## config.mk

```make
export PLATFORM = sky130hd
export DESIGN_NAME = axis_frame_sink
export DESIGN_NICKNAME = d
export VERILOG_FILES = /design/src/rtl/axis_frame_sink.sv
export SDC_FILE = /design/constraint.sdc
export NUM_CORES = 1
export LEC_CHECK = 0
export ABC_CLOCK_PERIOD_IN_PS = 3620
export CAP_MARGIN = 20
export CORE_MARGIN = 2
export CORE_UTILIZATION = 30
export CTS_CLUSTER_DIAMETER = 80
export DETAILED_ROUTE_END_ITERATION = 10
export DONT_BUFFER_PORTS = 1
export SYNTH_ARGS = -nofsm -noshare
export SYNTH_HDL_FRONTEND = slang
export SYNTH_SLANG_ARGS = --single-unit
```

## constraint.sdc

```tcl
create_clock -name clk -period 3.62 [get_ports clk]
set_input_delay 0.724 -clock clk [delete_from_list [all_inputs] [get_ports clk]]
set_output_delay 0.724 -clock clk [all_outputs]
set_load 0.02 [all_outputs]
```

## src/rtl/axis_frame_sink.sv

```systemverilog
// axis_frame_sink: reference sink and framing checker for the Axis stream bundle.
// It accepts a raster frame of Width x Height beats, checks sof/eol against that
// geometry, counts completed frames and raises sticky framing error flags.
// s_ready follows a fixed 16-cycle backpressure pattern and never looks at s_valid.
// Optional feature: define AXIS_FRAME_SINK_CHECKSUM_EN to add a 32-bit per-frame
// data checksum output.
module axis_frame_sink #(
    parameter int          DataWidth    = 8,
    parameter int          Width        = 8,
    parameter int          Height       = 8,
    parameter logic [15:0] ReadyPattern = 16'hFFFF,
    parameter int          CntWidth     = 16
) (
    input  logic                 clk,
    input  logic                 rst,
    input  logic [DataWidth-1:0] s_data,
    input  logic                 s_valid,
    input  logic                 s_sof,
    input  logic                 s_eol,
    output logic                 s_ready,
    input  logic                 enable,
    input  logic                 err_clr,
    output logic                 frame_done,
    output logic [CntWidth-1:0]  frame_count,
    output logic [3:0]           err_flags,
`ifdef AXIS_FRAME_SINK_CHECKSUM_EN
    output logic [31:0]          checksum,
`endif
    output logic                 in_frame
);

    localparam int ColW = (Width  > 1) ? $clog2(Width)  : 1;
    localparam int RowW = (Height > 1) ? $clog2(Height) : 1;
    localparam logic [ColW-1:0] LastCol = ColW'(Width - 1);
    localparam logic [RowW-1:0] LastRow = RowW'(Height - 1);

    typedef enum logic {IDLE, FRAME} state_t;

    state_t          state;
    logic [3:0]      ptr;
    logic [ColW-1:0] col;
    logic [RowW-1:0] row;
    logic [ColW-1:0] col_eff;
    logic [RowW-1:0] row_eff;
    logic            beat;
    logic            restart;
    logic            take;
    logic            last_col;
    logic            line_end;
    logic            frame_end;
    logic [3:0]      new_err;

    // Beat decode: a sof beat (or any beat taken from IDLE) is processed as column 0 of row 0.
    always_comb begin
        beat       = s_valid & s_ready;
        restart    = s_sof | (state == IDLE);
        take       = beat & (s_sof | (state == FRAME));
        col_eff    = restart ? '0 : col;
        row_eff    = restart ? '0 : row;
        last_col   = (col_eff == LastCol);
        line_end   = s_eol | last_col;
        frame_end  = line_end & (row_eff == LastRow);
        new_err[0] = beat & ~s_sof & (state == IDLE);
        new_err[1] = beat &  s_sof & (state == FRAME);
        new_err[2] = take &  s_eol & ~last_col;
        new_err[3] = take & ~s_eol &  last_col;
    end

    // Backpressure generator: registered ready from the pattern, pointer frozen while disabled.
    always_ff @(posedge clk or posedge rst) begin
        if (rst) begin
            ptr     <= 4'd0;
            s_ready <= 1'b0;
        end else if (enable) begin
            ptr     <= ptr + 4'd1;
            s_ready <= ReadyPattern[ptr];
        end else begin
            s_ready <= 1'b0;
        end
    end

    // Framing FSM with position counters, frame counter, done pulse and sticky errors.
    always_ff @(posedge clk or posedge rst) begin
        if (rst) begin
            state       <= IDLE;
            in_frame    <= 1'b0;
            col         <= '0;
            row         <= '0;
            frame_done  <= 1'b0;
            frame_count <= '0;
            err_flags   <= 4'd0;
        end else begin
            frame_done <= 1'b0;
            // A new error wins over a simultaneous clear.
            err_flags  <= (err_clr ? 4'd0 : err_flags) | new_err;
            if (take) begin
                if (frame_end) begin
                    state       <= IDLE;
                    in_frame    <= 1'b0;
                    col         <= '0;
                    row         <= '0;
                    frame_count <= frame_count + CntWidth'(1);
                    frame_done  <= 1'b1;
                end else begin
                    state    <= FRAME;
                    in_frame <= 1'b1;
                    if (line_end) begin
                        col <= '0;
                        row <= row_eff + RowW'(1);
                    end else begin
                        col <= col_eff + ColW'(1);
                    end
                end
            end
        end
    end

`ifdef AXIS_FRAME_SINK_CHECKSUM_EN
    logic [31:0] sum;
    logic [31:0] sum_next;

    // Running frame sum; a sof beat starts a fresh sum.
    always_comb begin
        sum_next = (s_sof ? 32'd0 : sum) + 32'(s_data);
    end

    // Accumulate on accepted beats and latch the final sum alongside frame_done.
    always_ff @(posedge clk or posedge rst) begin
        if (rst) begin
            sum      <= 32'd0;
            checksum <= 32'd0;
        end else if (take) begin
            sum <= sum_next;
            if (frame_end) begin
                checksum <= sum_next;
            end
        end
    end
`endif

endmodule

```

-- Word-level counts from Yosys, hierarchy flattened
Memories as Yosys holds them, arrays and structs flattened.
Index checks and enable logic that the tools add are counted.
- bits in registers: 33
- memory bits (read-only): 16
- input bits: 15
- output and inout bits: 23
- word-level logic and storage cells: 50
- memories: 1
- add/subtract/negate cells: 4
- magnitude comparators: 1
- eq/ne operators: 2
- mux-type cells: 12
- bitwise logic cells: 19
- reductions and logical operators: 3
- memories (memory ; depth ; bits a word ; rd ports ; clocked after Yosys merged registers in ; wr ports ; line ; text):
    (no name shown) ; 16 ; 1 ; 1 ; 0 ; 0 ; 76 ; s_ready <= ReadyPattern[ptr];
- operator list (operator ; number):
    $mux 3 ; 6
    $add 16x1->16 const B ; 1
    $and 1x1->1 ; 11
    $add 3x1->3 const B ; 2
    $eq 3x3->1 const B ; 2
    $lt 4x5->1 const B ; 1
    $mux 1 ; 5
    $add 4x1->4 const B ; 1
    $mux 4 ; 1
    $not 1->1 ; 4
    $or 4x4->4 ; 1
    $reduce_and 2->1 ; 2
    $or 1x1->1 ; 3
    $reduce_bool 2->1 ; 1

-- Logic depth before layout (Yosys ltp)
- depth after elaboration: 8
- mapped depth: 9
- mapped depth without buffers: 9

-- Worst setup path after synthesis
No wires, ideal clock.
- kind: in2reg
- start point: in s_sof
- end point: reg frame_count[1]
- setup time: 0.125 ns
- data arrival time: 2.168 ns
- data required time: 3.495 ns
- setup slack: 1.327 ns
- stages: 7
- buffers on the path: 0
- path through: nor2_1 -> and2_1 -> ha_1 -> ha_1 -> nor2_2 -> nor3b_4 -> mux2_2
- cells in the longest elaborated chain, start to end: 6
- RTL lines (element ; line ; text):
    from (decl) ; 18 ; input logic s_sof,
    $or 1x1->1 ; 56 ; restart = s_sof | (state == IDLE);
    $mux 3 ; 58 ; col_eff = restart ? '0 : col;
    $eq 3x3->1 ; 60 ; last_col = (col_eff == LastCol);
    $or 1x1->1 ; 61 ; line_end = s_eol | last_col;
    $and 1x1->1 ; 62 ; frame_end = line_end & (row_eff == LastRow);
    $reduce_and 2->1 (no source line) (*) ; -- ;
    to (signal assigned) ; 102 ; frame_count <= frame_count + CntWidth'(1);
    to (decl) ; 24 ; output logic [CntWidth-1:0] frame_count,
Mark *: on every way between the ends. The rest lies on a longest branch, timed or not.
A chain may end at the register's enable or synchronous reset.

-- Worst setup path after layout
- start point: reg state
- end point: reg frame_count[1]
- cells in the longest elaborated chain, start to end: 7
- RTL lines (element ; line ; text):
    from (decl) ; 39 ; state_t state;
    from (signal assigned) ; 85 ; state <= IDLE;
    from (signal assigned) ; 98 ; state <= IDLE;
    from (signal assigned) ; 105 ; state <= FRAME;
    $not 1->1 ; 56 ;
    $or 1x1->1 ; 56 ;
    $mux 3 ; 58 ;
    $eq 3x3->1 ; 60 ;
    $or 1x1->1 ; 61 ;
    $and 1x1->1 ; 62 ;
    $reduce_and 2->1 (no source line) (*) ; -- ;
Marks and branches as above.

==> flow_summary.yaml <==
critical_path:
  crit_required_ns: 3.79
  r2r_setup_slack_ns: 1.05
  r2r_end: "frame_count[1]"
  crit_chain: "inv_1 > nor2_1 > and2_1 > ha_1 > ha_1 > nor2_2 > nor3b_4 > mux2_2"
  crit_family: "simple AND/OR/NAND/NOR gates"
  arrival_ns: 2.74
  cp_num_buf_inv: 1
  max_stage_delay_ns: 0.57
  crit_path_start: "state"
  cp_slowest_cell: "dfrtp_1"
  worstReg2RegStart: "state"
  reg2reg_depth: 8
  worstPathMaxFanout: 7
  crit_path_start_kind: "flop"
  crit_type: "flop to flop"
  crit_top_cell: "ha_1"
  critPathCaptureType: "flop"
die:
  dieWidth_um: 71.18
  die_h_um: 71.18
  dieArea_sq_mm: 0.005066
  rows: 24
  core_sq_mm: 0.004354
  ios: 38
  floorplan.initialDensity: 0.3109
synthesis:
  synth_cells: 118
  synth-seq-cells: 29
  seq_area_frac_synth: 0.5360
  synth_area_sq_mm: 0.001354
  synthTopCellsByArea: "dfrtp_1, xnor2_1, ha_1, nand2_1, nand4_1"
  syn_nets: 138
  synth_top_area_share: 0.5360
  ys_types: 28
  avgSynthCellArea_sq_um: 11.47
  yosysTopAreaCell: "dfrtp_1"
  yosysWarningCount: 0
global_routing:
  antenna_found_initial: 0
  grt_max_degree: 30
  use_met2: 0.1749
  met3_usage: 0.04701
  grt_pass1_wl_um: 4526
  top_usage_layer: "met2"
  grt_usage: 0.1192
  grt_use_met1: 0.1454
  overflow: 0
  grt_pass1_vias: 882
power_and_ir_drop:
  p_per_area_mw_per_mm2: 437.5
  vdd_drop_max_mv: 0.1139
  p_leak_nw: 0.7311
run_status:
  status: "completed"
sta:
  maxSlewHeadroom: 0.6490
  setup_viol: 0
  finClkSkew_ns: 0.005584
  fin_crit_sh: 0.7107
  setup_ws_ns: 1.047
  maxSlewViolCount: 0
  worst_pin_slew_ns: 0.5240
  clock.fmax_ghz: 0.3887
  fin_crit_ns: 2.573
  rsz0062_at_grt: "no"
  final.setup.tns_ns: 0
  finalHoldViolations: 0
clock_tree:
  post_cts_buffers: 0
  htreeDepth: 2
  cts-root-buf: "clkbuf_8"
  tritoncts: "done"
  insertion_delay_ns: 0.28
  clkSinkCount: 29
  clk_pin_slew_ns: 0.07
  ctsLongestPathBuffers: 2
  cts_inserted_buffers: 5
  cts-hold-fix-buffers: 0
  cts_resized: 0
drt:
  dr.pass1.iters: 4
  drcViolationCount: 0
  ant_nets: 0
  avgViaCountPerCell: 5.152
  drt_iter0_markers: 28
  wire_per_inst_um: 15.09
  via_count: 917
  routed_wl_um: 2686
finish:
  fillers: 438
  seq_area_sq_um: 725.7
  drive_gt1_frac: 0.1429
  antennaDiodeCount: 0
  multi_input_area_sq_um: 590.6
  final_nets: 145
  area_growth_pct: 14.05
placement:
  gp_congestion: 0.7268
  hpwl_um: 1917
  io_buffers: 0
  pre_cts_ws_ns: 1.040
run:
  cap_violations: 0
min_path:
  hp-class: "input pin to asynchronous set/reset pin"
[Yosys cell counts]
cell type	number
nand2_1	16
o32ai_1	3
clkbuf_1	1
mux2_2	1
nor2_1	3
or2_2	1
o21ai_0	2
xor2_1	2
nand3_1	4
nor2_2	1
o22ai_1	1
xor2_2	1
and3_1	2
o31ai_1	1
nand4_1	8
o211ai_4	1
xnor2_1	12
and4_4	1
nor4_4	1
a21oi_1	1
and2_1	7
nor3b_4	1
nor3_4	1
ha_1	5
inv_1	9
dfrtp_1	29
nand3b_1	2
o41ai_1	1
[stage by stage]
stage	power (W)	hold WS (ns)	area (sq um)	instances	util
floorplan	0.0003771	0.4302	1354	118	-
global placement	0.0003829	0.4431	1415	169	0.3250
detailed placement	0.0003859	0.4553	1415	169	0.3250
CTS	0.0006785	0.4652	1516	177	0.3483
global route	0.0007071	0.2764	1544	178	0.3546
finish	0.0006755	0.2679	1544	178	0.3546
[flip-flops by register name, indices dropped and copies added, names as in the netlist]
name and flops:
s_ready 1, frame_done 1, frame_count 16, err_flags 4
row 3, col 3, state 1
[layout by cell type, fill, tap and decap left out, drive strengths merged, types with 3 or more instances in the layout]
cell / n
and2: 7
clkbuf: 7
dfrtp: 29
ha: 5
inv: 9
nand2: 16
nand3: 4
nand4: 8
nor2: 4
o32ai: 3
xnor2: 12
xor2: 3
[routing by layer]
layer / up-vias / wire (um)
met1: 461 / 1183
met5: - / 0
met2: 25 / 1253
li1: 423 / -
met3: 8 / 173
met4: 0 / 75
[report_power, final]
group	switching [W]	internal [W]	leakage, nW
combinational	0.0000233	0.0000147	0.286
clock	0.000121	0.000171	0.0542
sequential	0.00000938	0.000336	0.391
total	0.000154	0.000522	0.731
[worst register-to-register path: stages (launching register included)]
cell and delay (ns):
dfrtp_1 0.57, inv_1 0.11, nor2_1 0.29, and2_1 0.21
ha_1 0.15, ha_1 0.23, nor2_2 0.14, nor3b_4 0.38
mux2_2 0.38
[how the worst max path moves through the flow]
stage / endpoint / slack, ns / depth (start not counted)
6_report: frame_count[1] / 1.05 / 8
3_5_place_dp: frame_count[1] / 1.04 / 7
4_1_cts: frame_count[1] / 1.04 / 8
3_3_place_gp: frame_count[1] / 1.07 / 7
5_1_grt: frame_count[6] / 0.79 / 9
2_1_floorplan: frame_count[1] / 1.33 / 7
[logic make-up (layout without fill, tap and decap cells)]
logic type	count (synthesis)	after routing	synth area share
xor+xnor	15	15	0.1026
fa+ha+maj	5	5	0.04621
buf+inv	10	18	0.02772
mux	1	1	0.008317
simple gates	48	48	0.2163
compound gates	10	10	0.06285
flops	29	29	0.5360
[area by class of cell]
type | count | share of cell area
clock buffer | 7 | 0.06240
clock inverter | 1 | 0.003241
inverter | 9 | 0.02188
multi-input combinational | 79 | 0.3825
sequential | 29 | 0.4700
tap | 52 | 0.04214
timing repair buffer | 1 | 0.01783
(Power assumes the default switching activity.)
